**config.mk**
```make
export PLATFORM = sky130hd
export DESIGN_NAME = dht11_read_scheduler
export DESIGN_NICKNAME = d
export VERILOG_FILES = /design/src/rtl/dht11_sched_pkg.sv /design/src/rtl/ms_tick_gen.sv /design/src/rtl/dht11_read_scheduler.sv
export SDC_FILE = /design/constraint.sdc
export NUM_CORES = 1
export LEC_CHECK = 0
export CAP_MARGIN = 10
export CORE_MARGIN = 2
export CORE_UTILIZATION = 57
export DETAILED_ROUTE_END_ITERATION = 7
export PLACE_DENSITY_LB_ADDON = 0.12
export SYNTH_ARGS = -nofsm -noshare
export SYNTH_HDL_FRONTEND = slang
export SYNTH_SLANG_ARGS = --single-unit
```
**constraint.sdc**
```tcl
create_clock -name clk -period 3 [get_ports clk]
set_input_delay 0.45 -clock clk [delete_from_list [all_inputs] [get_ports clk]]
set_output_delay 0.45 -clock clk [all_outputs]
set_load 0.02 [all_outputs]
```
**src/rtl/dht11_sched_pkg.sv**
```systemverilog
// Shared constants and types for the DHT11 read scheduler.
package dht11_sched_pkg;

  localparam logic [1:0] ST_GAP  = 2'd0;
  localparam logic [1:0] ST_IDLE = 2'd1;
  localparam logic [1:0] ST_REQ  = 2'd2;

  localparam int SRC_HOST = 1;
  localparam int SRC_AUTO = 0;

  typedef struct packed {
    logic [15:0] data;
    logic [1:0]  src;
  } res_t;

  function automatic int cycles_per_ms(input int clk_hz);
    return clk_hz / 1000;
  endfunction

endpackage

```
**src/rtl/ms_tick_gen.sv**
```systemverilog
// Free-running divider: one-cycle tick every DIV clocks, synchronously restartable.
module ms_tick_gen #(
  parameter int DIV = 100_000
) (
  input  logic clk,
  input  logic rst_n,
  input  logic restart_i,
  output logic tick_o
);
  localparam int CW = (DIV > 1) ? $clog2(DIV) : 1;

  logic [CW-1:0] cnt_q, cnt_d;

  assign tick_o = (cnt_q == CW'(DIV - 1));

  always_comb begin
    cnt_d = tick_o ? '0 : cnt_q + CW'(1);
    if (restart_i) cnt_d = '0;
  end

  always_ff @(posedge clk or negedge rst_n) begin
    if (!rst_n) cnt_q <= '0;
    else        cnt_q <= cnt_d;
  end
endmodule

```
**src/rtl/dht11_read_scheduler.sv**
```systemverilog
// Arbitrates host and periodic reads onto the DHT11 reader with gap, timeout and retry.
module dht11_read_scheduler
  import dht11_sched_pkg::*;
#(
  parameter int CLK_HZ     = 100_000_000,
  parameter int MIN_GAP_MS = 1000,
  parameter int PERIOD_MS  = 2000,
  parameter int TIMEOUT_MS = 30,
  parameter int MAX_RETRY  = 2
) (
  input  logic        clk,
  input  logic        rst_n,
  input  logic        host_req_i,
  input  logic        auto_en_i,
  output logic        sens_req_o,
  input  logic        sens_ready_i,
  input  logic [15:0] sens_data_i,
  output logic [15:0] res_data_o,
  output logic        res_valid_o,
  output logic [1:0]  res_src_o,
  output logic        res_err_o,
  output logic        busy_o
);
  localparam int CPM  = cycles_per_ms(CLK_HZ);
  localparam int MAXD = (MIN_GAP_MS > TIMEOUT_MS) ? MIN_GAP_MS : TIMEOUT_MS;
  localparam int DW   = $clog2(MAXD + 1);
  localparam int PW   = $clog2(PERIOD_MS + 1);
  localparam int RW   = (MAX_RETRY > 0) ? $clog2(MAX_RETRY + 1) : 1;

  if (CPM < 1) begin : g_bad_clk
    $error("dht11_read_scheduler: CLK_HZ gives less than one cycle per ms");
  end

  logic [1:0]    state_q, state_d;
  logic [DW-1:0] ms_q, ms_d;
  logic [PW-1:0] per_q, per_d;
  logic [RW-1:0] retry_q, retry_d;
  logic [1:0]    served_q, served_d;
  logic          rtry_pend_q, rtry_pend_d, launch_q, launch_d;
  logic          host_pend_q, host_pend_d, auto_pend_q, auto_pend_d;
  logic          res_valid_q, res_valid_d, res_err_q, res_err_d, busy_q;
  res_t          res_q, res_d;
  logic          clr_pend, dur_tick, per_tick, dur_restart, per_restart;

  // Duration ticks realign on every state change so gap/timeout lengths are exact.
  assign dur_restart = (state_d != state_q);
  assign per_restart = ~auto_en_i;

  ms_tick_gen #(.DIV(CPM)) u_dur_tick (
    .clk(clk), .rst_n(rst_n), .restart_i(dur_restart), .tick_o(dur_tick));

  ms_tick_gen #(.DIV(CPM)) u_per_tick (
    .clk(clk), .rst_n(rst_n), .restart_i(per_restart), .tick_o(per_tick));

  always_comb begin
    state_d     = state_q;
    ms_d        = ms_q;
    retry_d     = retry_q;
    served_d    = served_q;
    rtry_pend_d = rtry_pend_q;
    launch_d    = 1'b0;
    res_d       = res_q;
    res_valid_d = 1'b0;
    res_err_d   = 1'b0;
    clr_pend    = 1'b0;

    case (state_q)
      ST_GAP: begin
        if (dur_tick) begin
          if (ms_q == DW'(MIN_GAP_MS - 1)) begin
            state_d     = rtry_pend_q ? ST_REQ : ST_IDLE;
            rtry_pend_d = 1'b0;
          end else begin
            ms_d = ms_q + DW'(1);
          end
        end
      end
      ST_IDLE: begin
        // Capture cycle first; the request goes out on the following edge.
        if (launch_q) begin
          state_d = ST_REQ;
        end else if (host_pend_q || auto_pend_q) begin
          served_d[SRC_HOST] = host_pend_q;
          served_d[SRC_AUTO] = auto_pend_q;
          clr_pend           = 1'b1;
          launch_d           = 1'b1;
          retry_d            = RW'(MAX_RETRY);
        end
      end
      ST_REQ: begin
        if (sens_ready_i) begin
          res_d.data  = sens_data_i;
          res_d.src   = served_q;
          res_valid_d = 1'b1;
          state_d     = ST_GAP;
        end else if (dur_tick) begin
          if (ms_q == DW'(TIMEOUT_MS - 1)) begin
            state_d = ST_GAP;
            if (retry_q != '0) begin
              retry_d     = retry_q - RW'(1);
              rtry_pend_d = 1'b1;
            end else begin
              res_err_d = 1'b1;
              res_d.src = served_q;
            end
          end else begin
            ms_d = ms_q + DW'(1);
          end
        end
      end
      default: state_d = ST_GAP;
    endcase

    if (state_d != state_q) ms_d = '0;

    // A request landing on the clearing edge is kept, not lost.
    host_pend_d = (host_pend_q & ~clr_pend) | host_req_i;
    auto_pend_d = auto_pend_q & ~clr_pend;
    per_d       = per_q;
    if (!auto_en_i) begin
      per_d       = '0;
      auto_pend_d = 1'b0;
    end else if (per_tick) begin
      if (per_q == PW'(PERIOD_MS - 1)) begin
        per_d       = '0;
        auto_pend_d = 1'b1;
      end else begin
        per_d = per_q + PW'(1);
      end
    end
  end

  always_ff @(posedge clk or negedge rst_n) begin
    if (!rst_n) begin
      state_q     <= ST_GAP;
      ms_q        <= '0;
      per_q       <= '0;
      retry_q     <= '0;
      served_q    <= '0;
      rtry_pend_q <= 1'b0;
      launch_q    <= 1'b0;
      host_pend_q <= 1'b0;
      auto_pend_q <= 1'b0;
      res_q       <= '0;
      res_valid_q <= 1'b0;
      res_err_q   <= 1'b0;
      busy_q      <= 1'b0;
    end else begin
      state_q     <= state_d;
      ms_q        <= ms_d;
      per_q       <= per_d;
      retry_q     <= retry_d;
      served_q    <= served_d;
      rtry_pend_q <= rtry_pend_d;
      launch_q    <= launch_d;
      host_pend_q <= host_pend_d;
      auto_pend_q <= auto_pend_d;
      res_q       <= res_d;
      res_valid_q <= res_valid_d;
      res_err_q   <= res_err_d;
      busy_q      <= (state_d != ST_IDLE);
    end
  end

  assign sens_req_o  = (state_q == ST_REQ);
  assign res_data_o  = res_q.data;
  assign res_src_o   = res_q.src;
  assign res_valid_o = res_valid_q;
  assign res_err_o   = res_err_q;
  assign busy_o      = busy_q;
endmodule
```
# Word level (Yosys, flattened, before mapping)
# Cells that the tools add are included.
dict set report op_classes {
  addsub 5
  eq_ne 24
  n_bitwise 5
  reduce_logical 14
  muxes 53
}
# operator count
set ops {}
lappend ops {{two-way mux 17 bit} 4}
lappend ops {{two-way mux 10 bit} 6}
lappend ops {{adder 17 x 1 -> 17 bit, second input constant} 2}
lappend ops {{equality test 17 bit, second input constant} 2}
lappend ops {{two-way mux 2 bit} 17}
lappend ops {{two-way mux 11 bit} 3}
lappend ops {{one-hot mux 10 bit (2 select lines)} 1}
lappend ops {{two-way mux 1 bit} 19}
lappend ops {{AND reduction 7 bit} 2}
lappend ops {{inequality test 2 x 1 -> 1 bit, second input constant} 6}
lappend ops {{adder 11 x 1 -> 11 bit, second input constant} 1}
lappend ops {{equality test 11 bit, second input constant} 1}
lappend ops {{adder 10 x 1 -> 10 bit, second input constant} 1}
lappend ops {{equality test 10 bit, second input constant} 1}
lappend ops {{equality test 10 x 5 -> 1 bit, second input constant} 1}
lappend ops {{inequality test 2 bit, second input constant} 5}
lappend ops {{nonzero test 2 bit} 5}
lappend ops {{inequality test 3 x 2 -> 1 bit, second input constant} 2}
lappend ops {{inequality test 3 bit, second input constant} 2}
lappend ops {{one-hot mux 2 bit (3 select lines)} 1}
lappend ops {{AND reduction 6 bit} 1}
lappend ops {{one-hot mux 2 bit (2 select lines)} 1}
lappend ops {{AND reduction 4 bit} 1}
lappend ops {{inequality test 3 x 1 -> 1 bit, second input constant} 1}
lappend ops {{13 further kinds} 15}
dict set report word_totals {
  register_bits 86
  word_cells 117
  inputBits 21
  output_inout_bits 22
}

# Longest topological paths before layout
dict set report depth {
  depth_word 9
  ltp_mapped 9
  ltp_nobuf 7
}

# By module
# Synthesis repeated with hierarchy kept, for this count alone.
dict set report hier_totals {
  hier_cells 421
  hier_area_um2 4399.2
}
# module seq_area_each_um2 cells_per_inst instances area_each_um2
set by_module_without_submodules {}
lappend by_module_without_submodules {dht11_read_scheduler 1301.2 249 1 2627.5}
lappend by_module_without_submodules {{ms_tick_gen at u_per_tick} 425.4 86 1 894.6}
lappend by_module_without_submodules {{ms_tick_gen at u_dur_tick} 425.4 86 1 877.1}

# Least setup slack after synthesis
# Ideal clock, no wire load.
dict set report synth_timing {
  path_type {register to register}
  from {reg state_q[0]}
  to {reg ms_q[9]}
  path_slack_ps 699
  path_buffers 1
  path_stages_with_launch 9
  required_time_ps 2906
  period_less_slack_ps 2301
  arrival_ps 2207
  setup_time_ps 94
  path_cell_list {dfrtp_1 -> inv_1 -> ha_1 -> clkbuf_1 -> nor2_1 -> a41oi_2 -> o2111ai_4 -> or4_1 -> a211oi_1}
}
dict set report synth_via {
  elab_cells_between_ends 20
  cone_classes {eq/ne (8); mux (9); reduce/logical (3)}
}
# element line_no
set synth_lines {}
lappend synth_lines {{start, declared} dht11_read_scheduler.sv:34} ;# logic [1:0] state_q, state_d;
lappend synth_lines {{start signal, assigned} dht11_read_scheduler.sv:149} ;# state_q <= state_d;
lappend synth_lines {{equality test 2 bit *} n/a}
lappend synth_lines {{via sens_req_o} dht11_read_scheduler.sv:15} ;# output logic sens_req_o,
lappend synth_lines {{one-hot mux 2 bit (3 select lines)} dht11_read_scheduler.sv:67} ;# case (state_q)
lappend synth_lines {{inequality test 2 bit} dht11_read_scheduler.sv:114} ;# if (state_d != state_q) ms_d = '0;
lappend synth_lines {{inequality test 3 x 2 -> 1 bit (no line) (tied with other cells)} n/a}
lappend synth_lines {{AND reduction 6 bit (no line)} n/a}
lappend synth_lines {{end signal, assigned} dht11_read_scheduler.sv:150} ;# ms_q <= ms_d;
lappend synth_lines {{end, declared} dht11_read_scheduler.sv:35} ;# logic [DW-1:0] ms_q, ms_d;
# The timed path passes the listed nets; every way through them passes the cells marked *.
# A chain may end at the register's enable or synchronous reset.

# Final worst setup path
dict set report layout_timing {
  from {reg u_dur_tick.cnt_q[0]}
  to {reg ms_q[9]}
}
dict set report layout_via {
  elab_chain_cells 7
  elab_cells_between_ends 14
  cone_classes {eq/ne (7); mux (5); reduce/logical (2)}
}
# element line_no
set layout_rtl {}
lappend layout_rtl {{start, declared} ms_tick_gen.sv:12} ;# logic [CW-1:0] cnt_q, cnt_d;
lappend layout_rtl {{start signal, assigned} ms_tick_gen.sv:23} ;# else cnt_q <= cnt_d;
lappend layout_rtl {{equality test 17 bit *} ms_tick_gen.sv:14} ;# assign tick_o = (cnt_q == CW'(DIV - 1));
lappend layout_rtl {{two-way mux 2 bit} dht11_read_scheduler.sv:96} ;# end else if (dur_tick) begin
lappend layout_rtl {{two-way mux 2 bit} dht11_read_scheduler.sv:91} ;# if (sens_ready_i) begin
lappend layout_rtl {{one-hot mux 2 bit (3 select lines)} dht11_read_scheduler.sv:67}
lappend layout_rtl {{inequality test 2 bit} dht11_read_scheduler.sv:114}
lappend layout_rtl {{inequality test 3 x 2 -> 1 bit (no line) (tied with other cells)} n/a}
lappend layout_rtl {{AND reduction 6 bit (no line)} n/a}
# Every way passes the cells marked *; elsewhere a longest branch is shown, timed or not.

==> results <==
- The flow ran to the end, and the final reports show no timing, DRC or antenna violations.
- The pin count of the biggest net entering global routing is 49.
- The static power due to leakage is roughly 2.3 nW.
- Of the available clock period, the critical path in the final layout requires 0.8560.
- The critical path's slowest cell is or4_1.
- The pre-antenna-repair detailed-routing pass consisted of 4 iterations.
- The total power draw is ~0.0022 W.
- The delay of the slowest cell on the worst path is roughly 530 ps.
- The relative contribution of sequential cells to total power is 0.526.
- The die covers 8581 um2.
- After the last flow step, the layout net total stands at just over 500.
- The unique cell type count in the Yosys netlist is 54.
- The class of the worst hold path is input pin to async pin.
- The top flip-flop cell by instance count after synthesis is dfrtp_1.
- The final-report max-slew violation count came to 0.
- Yosys mapped a number of flops with a built-in enable equal to 0.
- The worst setup path is of the flip-flop to flip-flop kind.
- The placer congestion estimate is between 0.8 and 0.9.
- The final route contains between 3k and 4k vias.
- The critical path data arrival time is 2830 ps.
- For this run the aggregate overflow at the end of global routing stands at 0.
- Across all setup checks in the final design, the least slack found is 431.9 ps.
- The global-route wire length before repair is about 16000 um.
- The internal power of the cells totals 0.001769 W.
- After synthesis, the mean cell area works out to around 10 um2.
- The TritonCTS sink count is 86.
- The clock tree from TritonCTS is yes.
- The overall track demand over capacity in global routing is 0.2267.
- The most common cell after layout, fill and taps aside is dfrtp_1.
- The number of hold violations in the final report was 0.
- The number of cell rows is 32.
- The cell count after synthesis came out at around 440.
- The layout overhead on the synthesized area is 17.24%.
- The top cell types in the final layout, fill and taps aside, are dfrtp_1, nor2_1, clkdlybuf4s50_1, nand2_1, nand3_1.
- The number of DRC violations after detailed-routing iteration 0 is 192.
- The synthesized design contains between 80 and 90 register bits.
- The via count normalized by instance count is around 5.7.
- Between clock sinks in the finished design, the worst skew comes to roughly 11 ps.
- The die span in x is slightly above 90 um.
- The average routed wire per standard cell is roughly 15 um.
- The number of antenna diodes in the final layout is 0.
- STA classifies the critical path endpoint as a flip-flop.
- The worst vdd rail ir drop is a little over 0.3 mV.
- In this run, post-CTS repair resized a total of 0 instances.
- In this run the critical register-to-register path is launched from u_dur_tick.cnt_q[0].
- Counting every net in the synthesized netlist gives ~470.
- At the later pin of the worst-skew pair, clock insertion delay measures about 350 ps.
- The maximum fanout count along the critical path is 15.
- The actual transition at the worst max-transition pin is slightly above 500 ps.
- After clock tree synthesis, the clock-pin slew on the worst setup and hold paths is 90 ps.
- The worst slack at placement is ~480 ps.
- The clock period could shrink to about 2600 ps.
- The number of global-route vias before repair is approximately 3.4k.
- The kind of launch point of the worst setup path is a flip-flop.
- Of the synthesized area, sequential elements account for 0.4806.
- The total of hold buffers inserted after clock tree synthesis is 0.
- Max-cap violations in this run came to 0.
- Derived from the worst setup path, the maximum achievable clock frequency is between 300 and 400 MHz.
- In this run the worst setup path begins at u_dur_tick.cnt_q[0].
- Setup repair after global routing left no endpoint under its margin.
- The reported net switching power is about 0.00045 W.
- The synthesis warning total is 0.
- After detailed routing, the number of remaining DRC violations is 0.
- The most frequent cell on the critical path is and4_1.
- The floorplan die height is ~93 um.
- For the worst setup path, the data required time is 3260 ps.
- The routed design has 9007 um of wire.
- The number of nets still failing antenna checks after routing is 0.
- Including well taps, the total number of placed cells is about 570.
- The post-CTS setup repair buffer count is 0.
- Summed over all nets, the half-perimeter wirelength after detailed placement is roughly 6300 um.
- The number of antenna violations at the first check in global routing is 0.
- The clock tree buffer depth is 2.
- The share of total power consumed by net switching is 0.2012.
- The count of buffers added on input and output ports is 42.
- Counting the buffers created by CTS gives 9.
- The final setup violation count is 0.
- CTS built an H-tree with a depth of 3.
- The count of pins on the block boundary is 43.
- The mapped netlist covers ~4500 um2.
- For the final routed database, the setup TNS stands at 0 ps.
- The share of total power dissipated in combinational logic is 0.030.
- The share of total power in the clock network is 0.445.
- The area of the core is between 7000 and 8000 um2.
- Power spread over the standard cell area amounts to about 420 nW/um2.
- The effective utilization at floorplan is 0.5825.
- After synthesis, the share of flip-flops with an asynchronous set or reset is 1.000.
- Walking the worst path, the cells encountered are ha_1 -> and4_1 -> and4_1 -> o2111ai_4 -> or4_1 -> a211oi_1.
- The worst slew margin relative to its limit is 0.6549.
- The final standard cell count with taps included and fillers excluded is 590.
- The tree is rooted in a clkbuf_8.
- The share of cells above drive strength 1 is 0.1045.
## area by class of cell
cell class / count / area, um2
fillers: 616 / 2437
flip-flops and latches: 86 / 2152
inverters: 16 / 60.06
well taps: 102 / 127.6
multi-input cells: 322 / 2187
clock inverters: 5 / 106.4
repair buffers: 48 / 475.5
clock buffers: 11 / 141.4
## power groups by stage
| stage | Sequential (W) | Clock (W) | Combinational (W) |
|---|---|---|---|
| floorplan | 0.00119 | 0 | 0.0000106 |
| CTS | 0.00116 | 0.00101 | 0.0000683 |
| finish | 0.00116 | 0.000985 | 0.0000659 |
| global route | 0.00116 | 0.00106 | 0.0000746 |
| detailed placement | 0.00119 | 0 | 0.0000678 |
| global placement | 0.00119 | 0 | 0.0000666 |
## metal layers
metal	wire length [um]	track usage
met5	0	0
met4	117	0.08211
met1	4222	0.2978
met3	186	0.03824
met2	4480	0.3808
## cell families after synthesis
kind of cell,Yosys count,synth area share
flip-flops,86,0.4806
buffers and inverters,33,0.03101
multiplexers,22,0.05420
AND/OR/NAND/NOR,195,0.2445
XOR/XNOR,33,0.06454
adder cells (fa/ha/maj),10,0.02794
AO/OA/AOI/OAI,62,0.09724
## sequential cells by signal (all words and copies together), names as in the netlist, 10 cells and up
name,count
u_dur_tick.cnt_q,17
u_per_tick.cnt_q,17
res_data_o,16
per_q,11
ms_q,10
## cells in the mapped netlist (3+ instances only)
library cell | instances | share of area
mux2_2 | 18 | 0.045
nor3_1 | 16 | 0.018
xor2_1 | 12 | 0.023
or4_1 | 4 | 0.0067
nand3_1 | 24 | 0.027
o21ai_0 | 14 | 0.016
nand4_1 | 14 | 0.020
clkbuf_1 | 9 | 0.0075
a21boi_0 | 8 | 0.013
inv_1 | 16 | 0.013
ha_1 | 10 | 0.028
nand2b_1 | 3 | 0.0042
or3_1 | 7 | 0.0098
a31oi_1 | 5 | 0.0070
nor2b_1 | 5 | 0.0070
and3_1 | 13 | 0.018
nand2_1 | 30 | 0.025
a21oi_1 | 9 | 0.010
dfrtp_1 | 86 | 0.48
nor2_1 | 41 | 0.034
xnor2_1 | 21 | 0.041
and4_1 | 7 | 0.014
and2_1 | 10 | 0.014
nor3b_1 | 4 | 0.0067
mux2i_1 | 4 | 0.0089
a211oi_1 | 11 | 0.018
buf_2 | 4 | 0.0045
## final timing paths
path,to,slack [ps],depth (start not counted)
max in group asynchronous,host_pend_q,2310,2
setup / recovery,ms_q[9],430,6
hold / removal,u_dur_tick.cnt_q[12],60,1
setup reg to reg,ms_q[9],430,6
min in group clk,u_per_tick.cnt_q[0],470,1
hold reg to reg,u_per_tick.cnt_q[0],470,1
## critical path: cells and delay by family (launching register included)
family | cells | cell delay, ps
flip-flops | 1 | 400
AO/OA/AOI/OAI | 2 | 540
AND/OR/NAND/NOR | 3 | 1310
adder cells (fa/ha/maj) | 1 | 230
## stage by stage
step	hold WS (ps)	instance area (um2)	utilization
CTS	69.37	5250	0.6829
floorplan	154.4	4478	-
global route	88.30	5250	0.6829
global placement	435.2	5002	0.6507
detailed placement	454.6	5002	0.6507
finish	56.83	5250	0.6829
Note: power is estimated with default switching activity, not from simulation.
